[src/rtl/xbar_arbiter_pkg.sv]
// Shared types and sizing for the crossbar arbiter slice.
// The requester set is NUM_CPUS CPUs plus one memory controller at the top index.
package xbar_arbiter_pkg;

    localparam int unsigned NUM_CPUS  = 4;
    localparam int unsigned NUM_REQ   = NUM_CPUS + 1;
    localparam int unsigned XBAR_ID_W = $clog2(NUM_CPUS + 1);

    typedef enum logic {
        ST_IDLE = 1'b0,
        ST_HOLD = 1'b1
    } arb_state_e;

    typedef logic [NUM_REQ-1:0]   req_vec_t;
    typedef logic [XBAR_ID_W-1:0] req_id_t;

    function automatic req_id_t onehot_to_id(input req_vec_t v);
        req_id_t id;
        id = '0;
        for (int unsigned i = 0; i < NUM_REQ; i++) begin
            if (v[i]) id = req_id_t'(i);
        end
        return id;
    endfunction

endpackage

[src/rtl/xbar_arbiter_rr_pick.sv]
// Combinational rotate-priority picker: one-hot of the first request at or after ptr_i.
module rr_pick
    import xbar_arbiter_pkg::*;
(
    input  logic [NUM_REQ-1:0]   req_i,
    input  logic [XBAR_ID_W-1:0] ptr_i,
    output logic [NUM_REQ-1:0]   gnt_o
);

    int unsigned idx_sum;
    req_id_t     idx;
    logic        found;

    always_comb begin
        gnt_o   = '0;
        found   = 1'b0;
        idx_sum = 0;
        idx     = '0;
        for (int unsigned off = 0; off < NUM_REQ; off++) begin
            idx_sum = 32'(ptr_i) + off;
            if (idx_sum >= NUM_REQ) idx_sum = idx_sum - NUM_REQ;
            idx = req_id_t'(idx_sum);
            if (!found && req_i[idx]) begin
                gnt_o[idx] = 1'b1;
                found      = 1'b1;
            end
        end
    end

endmodule

[src/rtl/xbar_arbiter.sv]
// Crossbar grant arbiter: round-robin IDLE/HOLD FSM with forced revocation after MAX_HOLD cycles.
// Define XBAR_ARB_MEM_PRIORITY_EN to let the memory controller win every IDLE arbitration.
module xbar_arbiter
    import xbar_arbiter_pkg::*;
#(
    parameter int unsigned MAX_HOLD = 16
) (
    input  logic                 clk,
    input  logic                 rst,
    input  logic [NUM_REQ-1:0]   req,
    input  logic [NUM_REQ-1:0]   rel,
    output logic [NUM_REQ-1:0]   gnt,
    output logic [XBAR_ID_W-1:0] gnt_id,
    output logic                 busy,
    output logic                 timeout
);

    localparam logic [7:0] HOLD_LAST  = 8'(MAX_HOLD - 1);
    localparam req_id_t    MEM_ID     = req_id_t'(NUM_CPUS);
    localparam req_vec_t   MEM_ONEHOT = req_vec_t'(1) << NUM_CPUS;

    arb_state_e state_q, state_d;
    req_vec_t   gnt_q, gnt_d, pick;
    req_id_t    id_q, id_d, ptr_q, ptr_d, pick_id, ptr_after_pick;
    logic [7:0] cnt_q, cnt_d;
    logic       busy_q, busy_d, timeout_q, timeout_d;
    logic       holder_done, expired;

    rr_pick u_rr_pick (
        .req_i (req),
        .ptr_i (ptr_q),
        .gnt_o (pick)
    );

    assign pick_id        = onehot_to_id(pick);
    assign ptr_after_pick = (pick_id == MEM_ID) ? '0 : pick_id + 1'b1;
    // Dropping req without rel counts as a release by the holder.
    assign holder_done    = |(gnt_q & (rel | ~req));
    assign expired        = (cnt_q == HOLD_LAST);
    assign busy_d         = (state_d == ST_HOLD);

    always_comb begin
        state_d   = state_q;
        gnt_d     = gnt_q;
        id_d      = id_q;
        ptr_d     = ptr_q;
        cnt_d     = cnt_q;
        timeout_d = 1'b0;
        case (state_q)
            ST_IDLE: begin
                cnt_d = '0;
                if (|req) begin
                    state_d = ST_HOLD;
`ifdef XBAR_ARB_MEM_PRIORITY_EN
                    if (req[NUM_CPUS]) begin
                        gnt_d = MEM_ONEHOT;
                        id_d  = MEM_ID;
                    end else begin
                        gnt_d = pick;
                        id_d  = pick_id;
                        ptr_d = ptr_after_pick;
                    end
`else
                    gnt_d = pick;
                    id_d  = pick_id;
                    ptr_d = ptr_after_pick;
`endif
                end
            end
            ST_HOLD: begin
                if (holder_done || expired) begin
                    state_d   = ST_IDLE;
                    gnt_d     = '0;
                    id_d      = '0;
                    cnt_d     = '0;
                    timeout_d = !holder_done;
                end else if (cnt_q != '1) begin
                    cnt_d = cnt_q + 8'd1;
                end
            end
            default: state_d = ST_IDLE;
        endcase
    end

    always_ff @(posedge clk) begin
        if (rst) begin
            state_q   <= ST_IDLE;
            gnt_q     <= '0;
            id_q      <= '0;
            ptr_q     <= '0;
            cnt_q     <= '0;
            busy_q    <= 1'b0;
            timeout_q <= 1'b0;
        end else begin
            state_q   <= state_d;
            gnt_q     <= gnt_d;
            id_q      <= id_d;
            ptr_q     <= ptr_d;
            cnt_q     <= cnt_d;
            busy_q    <= busy_d;
            timeout_q <= timeout_d;
        end
    end

    assign gnt     = gnt_q;
    assign gnt_id  = id_q;
    assign busy    = busy_q;
    assign timeout = timeout_q;

    a_gnt_onehot0: assert property (@(posedge clk) disable iff (rst) $onehot0(gnt_q));
    a_gnt_via_idle: assert property (@(posedge clk) disable iff (rst)
        !$stable(gnt_q) |-> ($past(state_q) == ST_IDLE || gnt_q == '0));
    a_timeout_at_limit: assert property (@(posedge clk) disable iff (rst)
        timeout_q |-> ($past(cnt_q) == HOLD_LAST));

endmodule

[config.mk]
export PLATFORM = sky130hd
export DESIGN_NAME = xbar_arbiter
export DESIGN_NICKNAME = d
export VERILOG_FILES = /design/src/rtl/xbar_arbiter_pkg.sv /design/src/rtl/xbar_arbiter_rr_pick.sv /design/src/rtl/xbar_arbiter.sv
export SDC_FILE = /design/constraint.sdc
export NUM_CORES = 1
export LEC_CHECK = 0
export ABC_AREA = 0
export CORE_MARGIN = 3
export CORE_UTILIZATION = 55
export DETAILED_ROUTE_END_ITERATION = 16
export GPL_TIMING_DRIVEN = 0
export MAX_ROUTING_LAYER = met4
export PLACE_DENSITY = 0.89
export SYNTH_ARGS = -nofsm -noshare
export SYNTH_HDL_FRONTEND = slang
export SYNTH_SLANG_ARGS = --single-unit
[constraint.sdc]
create_clock -name clk -period 4 [get_ports clk]
set_input_delay 1.2 -clock clk [delete_from_list [all_inputs] [get_ports clk]]
set_output_delay 1.2 -clock clk [all_outputs]
set_load 0.05 [all_outputs]
Word-level counts from Yosys, hierarchy flattened

Index checks and enable logic that the tools add are counted.

Multipliers: 0
Equal/unequal tests: 6
Bitwise gates (word level): 9
Add/subtract/negate cells: 11
Reduce and logical (&&, ||, !) cells: 20
Multiplexer cells: 51
Divide/modulo/power cells: 0
Shifts and indexed selects: 0
Magnitude comparators: 15

Operators with widths:

| cell                                                        | count |
|---|---|
| 2-to-1 mux 5 bit                                            | 7 |
| 2-to-1 mux 3 bit                                            | 10 |
| OR 5 bit                                                    | 5 |
| less-than comparator 3 x 4 -> 1 bit (second input constant) | 5 |
| 2-to-1 mux 1 bit                                            | 17 |
| >= comparator 4 x 3 -> 1 bit (second input constant)        | 4 |
| 2-to-1 mux 8 bit                                            | 2 |
| one-hot mux 8 bit (2 select lines)                          | 1 |
| binary-select mux 1 bit (select 3 bit)                      | 5 |
| demux 1 bit (select 3 bit)                                  | 5 |
| >= comparator 3 x 1 -> 1 bit (second input constant)        | 5 |
| subtractor 3 bit (second input constant)                    | 5 |
| one-hot mux 5 bit (2 select lines)                          | 1 |
| OR reduction 5 bit                                          | 2 |
| logical AND 1 bit                                           | 9 |
| adder 3 x 2 -> 4 bit (second input constant)                | 2 |
| adder 8 x 1 -> 8 bit (second input constant)                | 1 |
| == test 8 x 4 -> 1 bit (second input constant)              | 1 |
| inequality test 8 bit (second input constant)               | 1 |
| one-hot mux 3 bit (2 select lines)                          | 1 |
| bitwise AND 5 bit                                           | 1 |
| logical NOT 1 bit                                           | 5 |
| NOT 5 bit                                                   | 1 |
| adder 3 x 1 -> 4 bit (second input constant)                | 1 |
| 13 further kinds                                            | 15 |

Memory bits (writable): 0
Flip-flop bits (word level): 21
Memory bits (read-only): 0
Output and inout port bits: 10
Memories kept: 0
Word-level logic and storage cells: 118
Bits in latches: 0
Input bits: 12

Depth between registers and ports, before layout

Depth after elaboration: 23
Gate-level depth with buffers: 18
Depth with buffers taken out: 15

Hierarchy

A second synthesis with hierarchy kept.

Cells, all modules: 268
Area total of the unflattened synthesis: 2,090.8 µm²

By module, submodules not included:

| module       | times used | cells an instance | seq. area each (µm²) | area an instance (µm²) |
|---|---|---|---|---|
| rr_pick      | 1          | 162               | 0.0                  | 1,156.1 |
| xbar_arbiter | 1          | 106               | 400.4                | 934.6 |

Worst setup path after synthesis

No wires, ideal clock.

Path type: register -> register
Start point: register ptr_q[0]
End point: register ptr_q[1]
Arrival time: 3.540 ns
Path slack: 0.333 ns
Library setup time: 0.127 ns
Cell stages (with the launch flop): 18
Data required time: 3.873 ns
Cell sequence: dfxtp_1 -> buf_6 -> inv_1 -> buf_2 -> ha_1 -> inv_1 -> fa_1 -> clkbuf_1 -> or4_4 -> a211o_1 -> o31ai_1 -> nor4_2 -> a211oi_2 -> o221ai_2 -> or2_4 -> ha_1 -> a22oi_1 -> nor2_1

Word-level cells in the longest chain between the ends: 23
Elaborated cells on any way between the ends: 82
Those cells by class: add/sub (10); order compare (15); eq/ne (1); mux (39); bitwise (4); reduce/logical (13)

RTL lines:

| element                                                       | RTL line                   | text |
|---|---|---|
| start: declaration                                            | xbar_arbiter.sv:24         | `req_id_t id_q, id_d, ptr_q, ptr_d, pick_id, ptr_after_pick;` |
| start signal: assignment                                      | xbar_arbiter.sv:98         | `ptr_q <= ptr_d;` |
| branches (longest 16 deep; another with adder 3 x 1 -> 4 bit) | n/a                        |  |
| 2-to-1 mux 5 bit *                                            | xbar_arbiter_rr_pick.sv:23 | `if (!found && req_i[idx]) begin` |
| 2-to-1 mux 1 bit                                              | xbar_arbiter_pkg.sv:21     | `if (v[i]) id = req_id_t'(i);` |
| 2-to-1 mux 2 bit                                              | xbar_arbiter_pkg.sv:21     |  |
| 2-to-1 mux 3 bit                                              | xbar_arbiter_pkg.sv:21     |  |
| 2-to-1 mux 3 bit *                                            | xbar_arbiter_pkg.sv:21     |  |
| adder 3 x 1 -> 3 bit / == test 3 bit (equally long branches)  | xbar_arbiter.sv:36         | `assign ptr_after_pick = (pick_id == MEM_ID) ? '0 : pick_id + 1'b1;` |
| 2-to-1 mux 3 bit *                                            | xbar_arbiter.sv:36         |  |

Mark *: on every way between the ends. The select of a mux whose other input is x is not followed.
A chain may end at the register's enable or synchronous reset.

Final worst setup path

Ends and elaborated chain as after synthesis.

==> flow_summary.ini <==
[status]
status = finished clean

[synthesis]
synth_seq_cells = 20
synthMuxAreaShare_pct = 7.86
synth_fa_ha_area_share_pct = 6.42
synth_area_leaders = dfxtp_1 (18%), ha_1 (5.5%), mux2i_1 (4.9%)
synth_top_area_share_pct = 17.7
synth-simple-area-share_pct = 26.3
ys_types = 64
synth_edf_count = 0
async_flop_share_pct = 0
synth_area_um2 = 2260
synth_top_cell_by_area = dfxtp_1
yosysSeqAreaShare_pct = 17.7
synth-compound-area-share_pct = 32.9
synth_xor_xnor_area_share_pct = 1.16
synth_nets = 318
ys.flop_type = dfxtp_1
netlist_instances = 295
syn_avg_cell_area_um2 = 7.66
synth_top_family_by_area = compound AO/OA/AOI/OAI gates
yosys_warnings = 0

[clock_tree]
cts_buffer_depth = 2
cts-root-buf = clkbuf_8
cts_buffers = 3
cts-hold-fix-buffers = 0
clock_latency_ns = 0.26
cts_tree = yes
cts.sinks = 20
clk_pin_slew_ns = 0.08
htree_levels = 1

[sta]
slew_headroom_pct = 47.0
worst_hold_slack_ns = 0.468
period_minus_slack_ns = 3.84
fin_skew_ns = 0.00462
finalCritPeriodShare_pct = 95.9
fin_ws_ns = 0.164
setup-violations-final = 0
worst_pin_slew_ns = 0.790
finalMaxSlewViolations = 0
max_freq_ghz = 0.261
final_hold_viol_count = 0

[route]
ant_nets = 0
drt_iter0_drc = 204
routed_via_density = 6.76
wl_per_cell_um = 17.7
drtPass1Iterations = 5
wl_um = 6490
drc = 0
via_count = 2482

[critical_path]
reg2reg_slack_ns = 0.16
cp-start-kind = register
crit_fanout = 11
reg2reg_to = ptr_q[1]
crit_path_end_kind = register
worstReg2RegStart = ptr_q[0]
crit_arrival_ns = 3.98
r2r_cells = 16
cp.required_ns = 4.14
critical_path.startpoint = ptr_q[0]
cp-endpoint = ptr_q[1]
critPathKind = reg -> reg

[global_routing]
grt_usage_pct = 25.7
grt_max_degree = 13
grt_pass1_vias = 2257
antenna_found_initial = 0
gr-total-overflow = 0
grt_pass1_wl_um = 10200

[placement]
hpwl_um = 4850
port_buffers = 18
gp_congestion = 0.989
pre_cts_ws_ns = -0.425

[pwr]
combPwrFrac_pct = 79.0
ir_drop_mv = 0.386
clkPwrFrac_pct = 8.5
p_leak_nw = 1.06
net-switching-power_mw = 1.23
power_frac_seq_pct = 12.5
power_density_nw_per_um2 = 897
swShare_pct = 51.3
internal_power_mw = 1.17

[cells_and_area]
antenna_cells = 0
nets = 343
drive_gt1_share_pct = 18.5
syn2layout_area_growth_pct = 18.2

[floorplanning]
die_x_um = 70.1
core_um2 = 3800
io_pins = 22
std_cell_rows = 22
start_util_pct = 59.5
fp.dieH_um = 70.1
dieArea_um2 = 4910

[min_path]
hp-class = reg -> reg

[flow_run]
maxCapViolCount = 0
==> synthesized netlist by cell type (2+ instances only) <==
master    count
nor2_1       28
a21oi_1      20
dfxtp_1      20
nand2_1      14
inv_1        13
nand2b_1     12
a21o_1       11
mux2i_1      11
nand3_1      11
nor3_1       11
o21ai_0      11
ha_1         10
a211oi_1      8
buf_2         8
clkbuf_1      8
o211ai_1      7
and3_1        6
o22ai_1       6
nor4_1        4
a211o_1       3
a22o_1        3
a31oi_1       3
and2_1        3
and4_1        3
buf_6         3
o31ai_1       3
o32ai_1       3
or2_2         3
a22oi_1       2
buf_4         2
mux2_2        2
mux4_2        2
nor3b_1       2
o21ai_1       2
o221ai_1      2
o221ai_2      2
o22a_1        2
or3_1         2
or3b_2        2
or4_1         2
xnor2_1       2
==> metrics by stage <==
| stage | instances | utilization [%] | cell area (µm²) | total power, mW | TNS (ns) |
|---|---|---|---|---|---|
| 6_report | 367 | 70.3 | 2670 | 2.40 | 0 |
| 5_1_grt | 367 | 70.3 | 2670 | 2.55 | -0.0152 |
| 4_1_cts | 363 | 68.0 | 2580 | 2.24 | 0 |
| 3_5_place_dp | 361 | 65.8 | 2500 | 2.01 | -0.981 |
| 3_3_place_gp | 361 | 65.8 | 2500 | 1.97 | -0.861 |
| 2_1_floorplan | 295 | - | 2260 | 1.64 | 0 |
==> cell type report <==
cell class / instances / area, µm²
inverters: 14 / 56.3
clock inverters: 1 / 30.0
multi-input cells: 240 / 1740
clock buffers: 3 / 41.3
repair buffers: 22 / 213
flip-flops and latches: 20 / 405
plain buffers: 19 / 121
well taps: 48 / 60.1
fillers: 303 / 1130
==> cell usage in the layout (no fill, tap or decap), types with 10 or more instances in the layout <==
cell              n
nand2b_1         12
a21oi_1          20
inv_1            12
nor3_1           10
nand2_1          14
a21o_1           11
clkdlybuf4s50_1  17
nand3_1          11
mux2i_1          11
nor2_1           28
o21ai_0          11
dfxtp_1          18
==> logic make-up (layout without fill, tap and decap cells) <==
kind of cell / count (synthesis) / after routing
flip-flops: 20 / 20
adder cells (fa/ha/maj): 11 / 11
multiplexers: 15 / 15
AND/OR/NAND/NOR: 110 / 110
XOR/XNOR: 3 / 3
AO/OA/AOI/OAI: 101 / 101
buffers and inverters: 35 / 59
==> per-layer routing <==
metal	GRT usage [%]	routed length (µm)
met1	31.6	2710
met2	41.8	3000
met3	6.76	616
met4	7.02	172
met5	-	0
==> power by group through the flow <==
stage / logic (mW) / clock network (mW) / registers [mW]
after global placement: 1.68 / 0 / 0.298
after global routing: 2.03 / 0.211 / 0.307
after floorplan: 1.26 / 0 / 0.387
final: 1.89 / 0.204 / 0.300
after CTS: 1.74 / 0.204 / 0.298
after detailed placement: 1.71 / 0 / 0.300
==> state kept, by name (all words and copies together) (netlist names) <==
register  flops
ptr_q         3
gnt           5
gnt_id        2
cnt_q         8
timeout       1
busy          1
==> worst min-delay path by stage <==
stage / start / end / cells after the start / slack, ns
after floorplan: cnt_q[1] / cnt_q[1] / 2 / 0.50
after global placement: gnt_id[1] / gnt_id[1] / 1 / 0.45
after detailed placement: gnt_id[1] / gnt_id[1] / 1 / 0.46
after CTS: gnt_id[1] / gnt_id[1] / 1 / 0.47
after global routing: gnt_id[1] / gnt_id[1] / 1 / 0.50
final: gnt_id[1] / gnt_id[1] / 1 / 0.47
==> repair_timing <==
action	CTS	global route
gates resized for setup	7	17
setup buffers	0	4
pin swaps	0	2
gates cloned	0	0
setup endpoints to repair	2	2
==> critical path, cell delays in order (launching register included) <==
cell and delay, ns:
dfxtp_4 0.39, buf_6 0.14, clkinvlp_4 0.10, buf_6 0.16
ha_1 0.24, inv_1 0.08, fa_2 0.43, o22ai_1 0.28
o311ai_2 0.21, or2_2 0.35, or3_1 0.39, a21oi_1 0.21
a211o_2 0.15, or2_4 0.12, ha_1 0.23, a22oi_1 0.18
nor2_1 0.05
(Power assumes the default switching activity.)
